[config.mk]
export PLATFORM = sky130hd
export DESIGN_NAME = synth_voice_scheduler
export DESIGN_NICKNAME = d
export VERILOG_FILES = /design/src/rtl/synth_voice_scheduler.sv
export SDC_FILE = /design/constraint.sdc
export NUM_CORES = 1
export LEC_CHECK = 0
export CORE_MARGIN = 5
export CORE_UTILIZATION = 42
export CTS_BUF_LIST = sky130_fd_sc_hd__clkbuf_2 sky130_fd_sc_hd__clkbuf_4 sky130_fd_sc_hd__clkbuf_8
export DETAILED_ROUTE_END_ITERATION = 8
export DONT_BUFFER_PORTS = 1
export SLEW_MARGIN = 0
export SYNTH_ARGS = -nofsm -noshare
export SYNTH_HDL_FRONTEND = slang
export SYNTH_SLANG_ARGS = --single-unit
[constraint.sdc]
create_clock -name CLK -period 8.75 [get_ports CLK]
set_clock_uncertainty 0.2 [all_clocks]
set_input_delay 0.875 -clock CLK [delete_from_list [all_inputs] [get_ports CLK]]
set_output_delay 0.875 -clock CLK [all_outputs]
set_load 0.01 [all_outputs]
[src/rtl/synth_voice_scheduler.sv]
// Voice allocator and note-event serialiser shared by the music sequencer and CPU sound effects.
// Voices are timed in sample ticks and all note-on/off events leave through one valid/ready register.
module synth_voice_scheduler #(
  parameter int NUM_VOICES = 8,
  parameter int MUSIC_MAX  = 6,
  parameter int DUR_W      = 16
) (
  input  logic                    CLK,
  input  logic                    Reset_n,
  input  logic                    iTick,
  input  logic                    iPause,
  input  logic                    iStop,
  input  logic                    iMusValid,
  output logic                    oMusReady,
  input  logic [18+DUR_W-1:0]     iMusNote,
  input  logic                    iCpuValid,
  output logic                    oCpuReady,
  input  logic [18+DUR_W-1:0]     iCpuNote,
  output logic                    oEvtValid,
  input  logic                    iEvtReady,
  output logic [7:0]              oSynth,
  output logic [6:0]              oSynthVolume,
  output logic [3:0]              oSynthInst,
  output logic [2:0]              oVoice,
  output logic [NUM_VOICES-1:0]   oBusyMask
);

  localparam int NOTE_W = 18 + DUR_W;

  logic [NUM_VOICES-1:0] busy;
  logic [NUM_VOICES-1:0] expired;
  logic [NUM_VOICES-1:0] owner;
  logic [6:0]            pitch   [NUM_VOICES];
  logic [3:0]            inst    [NUM_VOICES];
  logic [DUR_W-1:0]      counter [NUM_VOICES];

  logic              outFree, tickEn, offLoad, accept;
  logic              anyExpired, anyFree;
  logic [2:0]        expIdx, freeIdx;
  logic [3:0]        musCount;
  logic [NOTE_W-1:0] reqNote;
  logic [3:0]        reqInst;
  logic [6:0]        reqVol, reqPitch;
  logic [DUR_W-1:0]  reqDur;

  // Scanning downwards leaves the lowest matching index in the result.
  always_comb begin
    anyExpired = 1'b0;
    anyFree    = 1'b0;
    expIdx     = '0;
    freeIdx    = '0;
    musCount   = '0;
    for (int i = NUM_VOICES - 1; i >= 0; i--) begin
      if (expired[i]) begin
        anyExpired = 1'b1;
        expIdx     = 3'(i);
      end
      if (!busy[i]) begin
        anyFree = 1'b1;
        freeIdx = 3'(i);
      end
      if (busy[i] && !owner[i]) musCount = musCount + 4'd1;
    end
  end

  assign outFree   = !oEvtValid || iEvtReady;
  assign tickEn    = iTick && !iPause;
  assign offLoad   = outFree && anyExpired;
  assign oCpuReady = iCpuValid && outFree && !anyExpired && anyFree;
  assign oMusReady = iMusValid && !iCpuValid && outFree && !anyExpired && anyFree
                     && (musCount < 4'(MUSIC_MAX));
  assign accept    = oCpuReady || oMusReady;
  assign reqNote   = oCpuReady ? iCpuNote : iMusNote;
  assign reqInst   = reqNote[NOTE_W-1 -: 4];
  assign reqVol    = reqNote[DUR_W+13 -: 7];
  assign reqPitch  = reqNote[DUR_W+6 -: 7];
  assign reqDur    = reqNote[DUR_W-1:0];
  assign oBusyMask = busy;

  // Freeing and allocation come after the tick/stop loop so they override it for their voice.
  always_ff @(posedge CLK) begin
    if (!Reset_n) begin
      busy    <= '0;
      expired <= '0;
      owner   <= '0;
      for (int i = 0; i < NUM_VOICES; i++) begin
        pitch[i]   <= '0;
        inst[i]    <= '0;
        counter[i] <= '0;
      end
    end else begin
      for (int i = 0; i < NUM_VOICES; i++) begin
        if (busy[i] && !expired[i]) begin
          if (iStop) begin
            expired[i] <= 1'b1;
          end else if (tickEn && counter[i] != '0) begin
            counter[i] <= counter[i] - DUR_W'(1);
            if (counter[i] == DUR_W'(1)) expired[i] <= 1'b1;
          end
        end
      end
      if (offLoad) begin
        busy[expIdx]    <= 1'b0;
        expired[expIdx] <= 1'b0;
      end else if (accept) begin
        busy[freeIdx]    <= 1'b1;
        expired[freeIdx] <= 1'b0;
        owner[freeIdx]   <= oCpuReady;
        pitch[freeIdx]   <= reqPitch;
        inst[freeIdx]    <= reqInst;
        counter[freeIdx] <= (reqDur == '0) ? DUR_W'(1) : reqDur;
      end
    end
  end

  // A note-off always wins the output register over a new note-on.
  always_ff @(posedge CLK) begin
    if (!Reset_n) begin
      oEvtValid    <= 1'b0;
      oSynth       <= '0;
      oSynthVolume <= '0;
      oSynthInst   <= '0;
      oVoice       <= '0;
    end else if (offLoad) begin
      oEvtValid    <= 1'b1;
      oSynth       <= {pitch[expIdx], 1'b0};
      oSynthVolume <= '0;
      oSynthInst   <= inst[expIdx];
      oVoice       <= expIdx;
    end else if (accept) begin
      oEvtValid    <= 1'b1;
      oSynth       <= {reqPitch, reqVol != 7'd0};
      oSynthVolume <= reqVol;
      oSynthInst   <= reqInst;
      oVoice       <= freeIdx;
    end else if (iEvtReady) begin
      oEvtValid <= 1'b0;
    end
  end

endmodule
=== Yosys cells after proc, flatten, opt, wreduce, memory -nomap -nowiden ===
Memories as Yosys holds them, arrays and structs flattened.
Index checks and enable logic that the tools add are counted.

* Flip-flop bits (word level): 47
* RAM bits: 216
* Input bits: 76
* Logic and storage cells: 289
* Memories kept: 3

{| class="wikitable"
|+ Memory list
! name !! words !! width !! read ports !! clocked after Yosys merged registers in !! write ports !! line !! text
|-
| counter || 8 || 16 || 8 || 0 || 9 || 35 || <nowiki>logic [DUR_W-1:0] counter [NUM_VOICES];</nowiki>
|-
| pitch || 8 || 7 || 1 || 0 || 8 || 33 || <nowiki>logic [6:0] pitch [NUM_VOICES];</nowiki>
|-
| inst || 8 || 4 || 1 || 0 || 8 || 34 || <nowiki>logic [3:0] inst [NUM_VOICES];</nowiki>
|}

* Add/subtract/negate cells: 15
* $lt $le $gt $ge: 5
* Equal/unequal tests: 8
* Multiplexer cells: 159
* Bitwise gates (word level): 16
* Reductions and logical operators: 74

{| class="wikitable"
|+ Operators with widths
! cell !! number
|-
| 16-bit two-way mux || 9
|-
| 16-bit by 1-bit == test with 1-bit output (second input constant) || 8
|-
| 16-bit nonzero test || 8
|-
| 16-bit by 1-bit subtractor with 16-bit output (second input constant) || 8
|-
| 1-bit two-way mux || 109
|-
| 3-bit two-way mux || 20
|-
| 8-bit two-way mux || 6
|-
| 4-bit two-way mux || 10
|-
| 1-bit logical AND || 36
|-
| 34-bit two-way mux || 1
|-
| 4-bit by 1-bit adder with 4-bit output (second input constant) || 7
|-
| 8-bit AND || 3
|-
| 1-bit logical NOT || 20
|-
| 16-bit logical NOT || 1
|-
| 8-bit NOT || 2
|-
| 8-bit bitwise mux || 1
|-
| 3-bit by 4-bit < comparator with 1-bit output (second input constant) || 2
|-
| 1-bit OR || 8
|-
| 8-bit OR || 1
|-
| 7-bit two-way mux || 1
|-
| 7-bit nonzero test || 1
|-
| 7-bit OR reduction || 1
|-
| 1-bit demux with 3-bit select || 2
|-
| 3-bit by 1-bit greater-or-equal comparator with 1-bit output (second input constant) || 2
|-
| 8 further kinds || 10
|}

=== Depth between registers and ports, before layout ===
* Depth after elaboration: 26
* Depth in mapped cells: 25
* Mapped depth without buffers: 22

=== Least setup slack after synthesis ===
No wires, ideal clock.

* Path kind: register to register
* From: reg busy[7] (netlist: oBusyMask[7])
* To: mem counter[2][0], enable pin
* Library setup time: 375 ps
* Arrival time: 5667 ps
* Required time: 8175 ps
* Slack: 2508 ps
* Cell stages (with the launch flop): 23
* Path buffers: 2
* Clock period less this slack: 6242 ps
* Cell sequence: dfxtp_1 -> nand2b_1 -> ha_1 -> clkbuf_1 -> xnor2_1 -> ha_1 -> xnor2_1 -> a22oi_1 -> mux2_2 -> and3_1 -> ha_1 -> nand2_1 -> o21ai_0 -> ha_1 -> buf_1 -> inv_1 -> nor3_1 -> nand3_1 -> o311ai_0 -> a32o_1 -> o21a_1 -> o21ai_0 -> nand2b_1

{| class="wikitable"
|+ RTL lines
! element !! line !! text
|-
| start, declared || 30 || <nowiki>logic [NUM_VOICES-1:0] busy;</nowiki>
|-
| start signal, assigned || 83 || <nowiki>busy <= '0;</nowiki>
|-
| start signal, assigned by index || 103 || <nowiki>busy[expIdx] <= 1'b0;</nowiki>
|-
| start signal, assigned by index || 106 || <nowiki>busy[freeIdx] <= 1'b1;</nowiki>
|-
| end, declared || 35 ||
|}

==> impl_metrics.json <==
{
  "outcome": "finished, final reports clean",
  "avgSynthCellArea_um2": 10.2,
  "grt_pass1_vias": 11100,
  "critPathKind": "flip-flop to flip-flop",
  "worstSetupStartpoint": "oBusyMask[7]",
  "fillers": 3266,
  "fin_crit_sh_pct": 82.0,
  "path_max_fanout": 27,
  "post-route-util_pct": 46.4,
  "worstPathRequired_ns": 8.76,
  "p_seq_share_pct": 49.9,
  "dieArea_um2": 38500,
  "timing.rr.start": "oBusyMask[7]",
  "layout.area.seq_um2": 7430,
  "drc": 0,
  "via_per_inst": 5.95,
  "overflow": 0,
  "portBuffers": 0,
  "clkLatencyLatePin_ns": 0.58,
  "vias": 11400,
  "fmax_mhz": 139,
  "synth-async-reset-ratio_pct": 0,
  "nets": 1529,
  "min_period_ns": 7.17,
  "multi_input_area_um2": 6750,
  "clk_pin_slew_ns": 0.06,
  "cts_buffer_depth": 3,
  "final_common_cell": "edfxtp_1",
  "endpoint_kind": "flip-flop",
  "cts_setup_buffers": 0,
  "setup_viol": 0,
  "wirelength_mm": 42.2,
  "cts_hold_buffers": 0,
  "setup_tns_ns": 0,
  "clock_power_share_pct": 35.3,
  "final_max_slew_viol_count": 0,
  "ioPinCount": 109,
  "wl_per_cell_um": 22.0,
  "synth_top_area_share_pct": 44.5,
  "synth_edf_count": 216,
  "worstSetupStartpointType": "flip-flop",
  "synth_nets": 1518,
  "internal-power_uw": 2170,
  "drive_above_1_share_pct": 9.48,
  "antenna_left": 0,
  "grt_antenna_before_repair": 1,
  "ir_worst_vdd_uv": 102,
  "yosysSeqAreaShare_pct": 51.0,
  "pre_cts_ws_ns": 1.76,
  "cts_resized": 0,
  "synthFlopType": "edfxtp_1",
  "p_sw_share_pct": 29.2,
  "fp.dieH_um": 196,
  "root_buffer": "clkbuf_8",
  "p_leak_uw": 0.00536,
  "htreeDepth": 2,
  "synth_area_leaders": "edfxtp_1 (45%), dfxtp_1 (6.5%), mux2i_1 (5.9%)",
  "cts.sinks": 263,
  "mostFrequentLayoutCells": "edfxtp_1 (216), nor2_1 (164), o22ai_1 (124), nand2_1 (106), mux2i_1 (85)",
  "coreArea_um2": 34400,
  "drt_iter0_drc": 1009,
  "syn-cell-area_um2": 14600,
  "row_count": 68,
  "syn2layout_area_growth_pct": 9.54,
  "slew_headroom_pct": 19.0,
  "yosys.area.top_type": "edfxtp_1",
  "grt_first_pass_wirelength_mm": 64.4,
  "rsz0062_at_grt": "no",
  "power.density_nw_per_um2": 192,
  "start_util_pct": 42.4,
  "die_w_um": 196,
  "timing.final.ws_setup_ns": 1.58,
  "cap_violations": 0,
  "hold_violations": 0,
  "track_usage_pct": 21.3,
  "hpwl_mm": 27.9,
  "cts_made_buffers": 46,
  "worst_pin_slew_ns": 1.21,
  "grt_max_degree": 54,
  "cp.arrival_ns": 7.18,
  "routabilityCongestion": 0.876,
  "syn_inst": 1421,
  "power.switching_uw": 894,
  "firstDrtPassIters": 5,
  "ys_ff_latch": 263,
  "netlist-cell-type-count": 71,
  "tritoncts": "done",
  "yosys_warnings": 0,
  "comb_power_share_pct": 14.8,
  "min_from": "iCpuNote[23]",
  "hold_class": "input port to flip-flop"
}
## sequential cells by signal, summed over array words and instances (netlist names)
| register | flops |
|---|---|
| counter | 128 |
| pitch | 56 |
| inst | 32 |
| expired | 8 |
| oBusyMask | 8 |
| oSynth | 8 |
| owner | 8 |
| oSynthVolume | 7 |
| oSynthInst | 4 |
| oVoice | 3 |
| oEvtValid | 1 |
## power by group through the flow
stage | clock [uW] | combinational [uW] | sequential (uW)
floorplan | 0 | 311 | 1530
global placement | 0 | 442 | 1550
detailed placement | 0 | 448 | 1550
CTS | 1100 | 450 | 1530
global route | 1150 | 490 | 1540
finish | 1080 | 452 | 1530
## metrics by stage
step | cell area, um2 | power (uW) | hold WS (ns) | std cells
floorplan | 14600 | 1840 | 0.253 | 1421
finish | 15900 | 3070 | 0.235 | 1923
detailed placement | 15100 | 2000 | 0.272 | 1839
global placement | 15100 | 1990 | 0.266 | 1839
CTS | 15900 | 3080 | 0.219 | 1922
global route | 15900 | 3190 | 0.227 | 1923
## worst max-delay path, stage by stage, from the launching register on
cell and delay (ns):
dfxtp_1 0.59, nand2b_1 0.18, ha_1 0.21, nor3b_1 0.43
nor3_1 0.09, o21ai_0 0.42, nand2_1 0.10, ha_1 0.32
and3_1 0.16, nor2_1 0.16, and3_1 0.21, ha_1 0.24
nand2_1 0.08, o21ai_0 0.10, ha_1 0.33, inv_1 0.14
nor3_1 0.07, nand3_1 0.12, o311ai_0 0.15, a32o_1 0.35
o21a_1 0.52, o21ai_1 1.08, or2_2 0.53
## kinds of logic (layout without fill, tap and decap cells)
kind of cell | count (synthesis) | in the layout | synth area share [%]
adders and majority gates | 21 | 21 | 1.80
muxes | 87 | 87 | 5.99
buffers and inverters | 97 | 143 | 2.73
DFF | 263 | 263 | 51.0
xor gates and xnor gates | 120 | 120 | 7.37
other | 0 | 1 | 0
AOI/OAI and AO/OA | 288 | 288 | 12.5
and+or+nand+nor | 545 | 545 | 18.6
## cells in the mapped netlist, types with 37 or more instances
| library cell | count |
|---|---|
| mux2i_1 | 86 |
| a21oi_1 | 37 |
| o22ai_1 | 124 |
| nor2_1 | 165 |
| xor2_1 | 38 |
| dfxtp_1 | 47 |
| nor3_1 | 52 |
| nand3_1 | 47 |
| o21ai_0 | 56 |
| clkbuf_1 | 49 |
| xnor2_1 | 80 |
| edfxtp_1 | 216 |
| nand2_1 | 106 |
## metal layers
| layer | part of all wire [%] | global-route usage (%) | vias up | wire length (um) |
|---|---|---|---|---|
| met3 | 7.4 | 3.90 | 84 | 3110 |
| met5 | 0 | 0 | - | 0 |
| met4 | 2.8 | 7.14 | 0 | 1190 |
| met1 | 44 | 29.7 | 5560 | 18700 |
| li1 | - | - | 5367 | - |
| met2 | 46 | 33.5 | 425 | 19200 |
## worst paths after layout
kind	slack, ns	endpoint	cells after the start
setup / recovery	1.58	counter[0][12]	22
hold / removal	0.23	oSynthVolume[0]	2
setup reg to reg	1.58	counter[0][12]	22
hold reg to reg	0.28	owner[6]	2
## layout make-up
cell class	instances	area share, %
antenna	1	0.0157
clock buffer	61	4.71
clock inverter	22	0.722
inverter	32	0.753
multi-input combinational	1061	42.3
sequential	263	46.6
tap	455	3.57
timing repair buffer	28	1.32
Note: power is estimated with default switching activity, not from simulation.
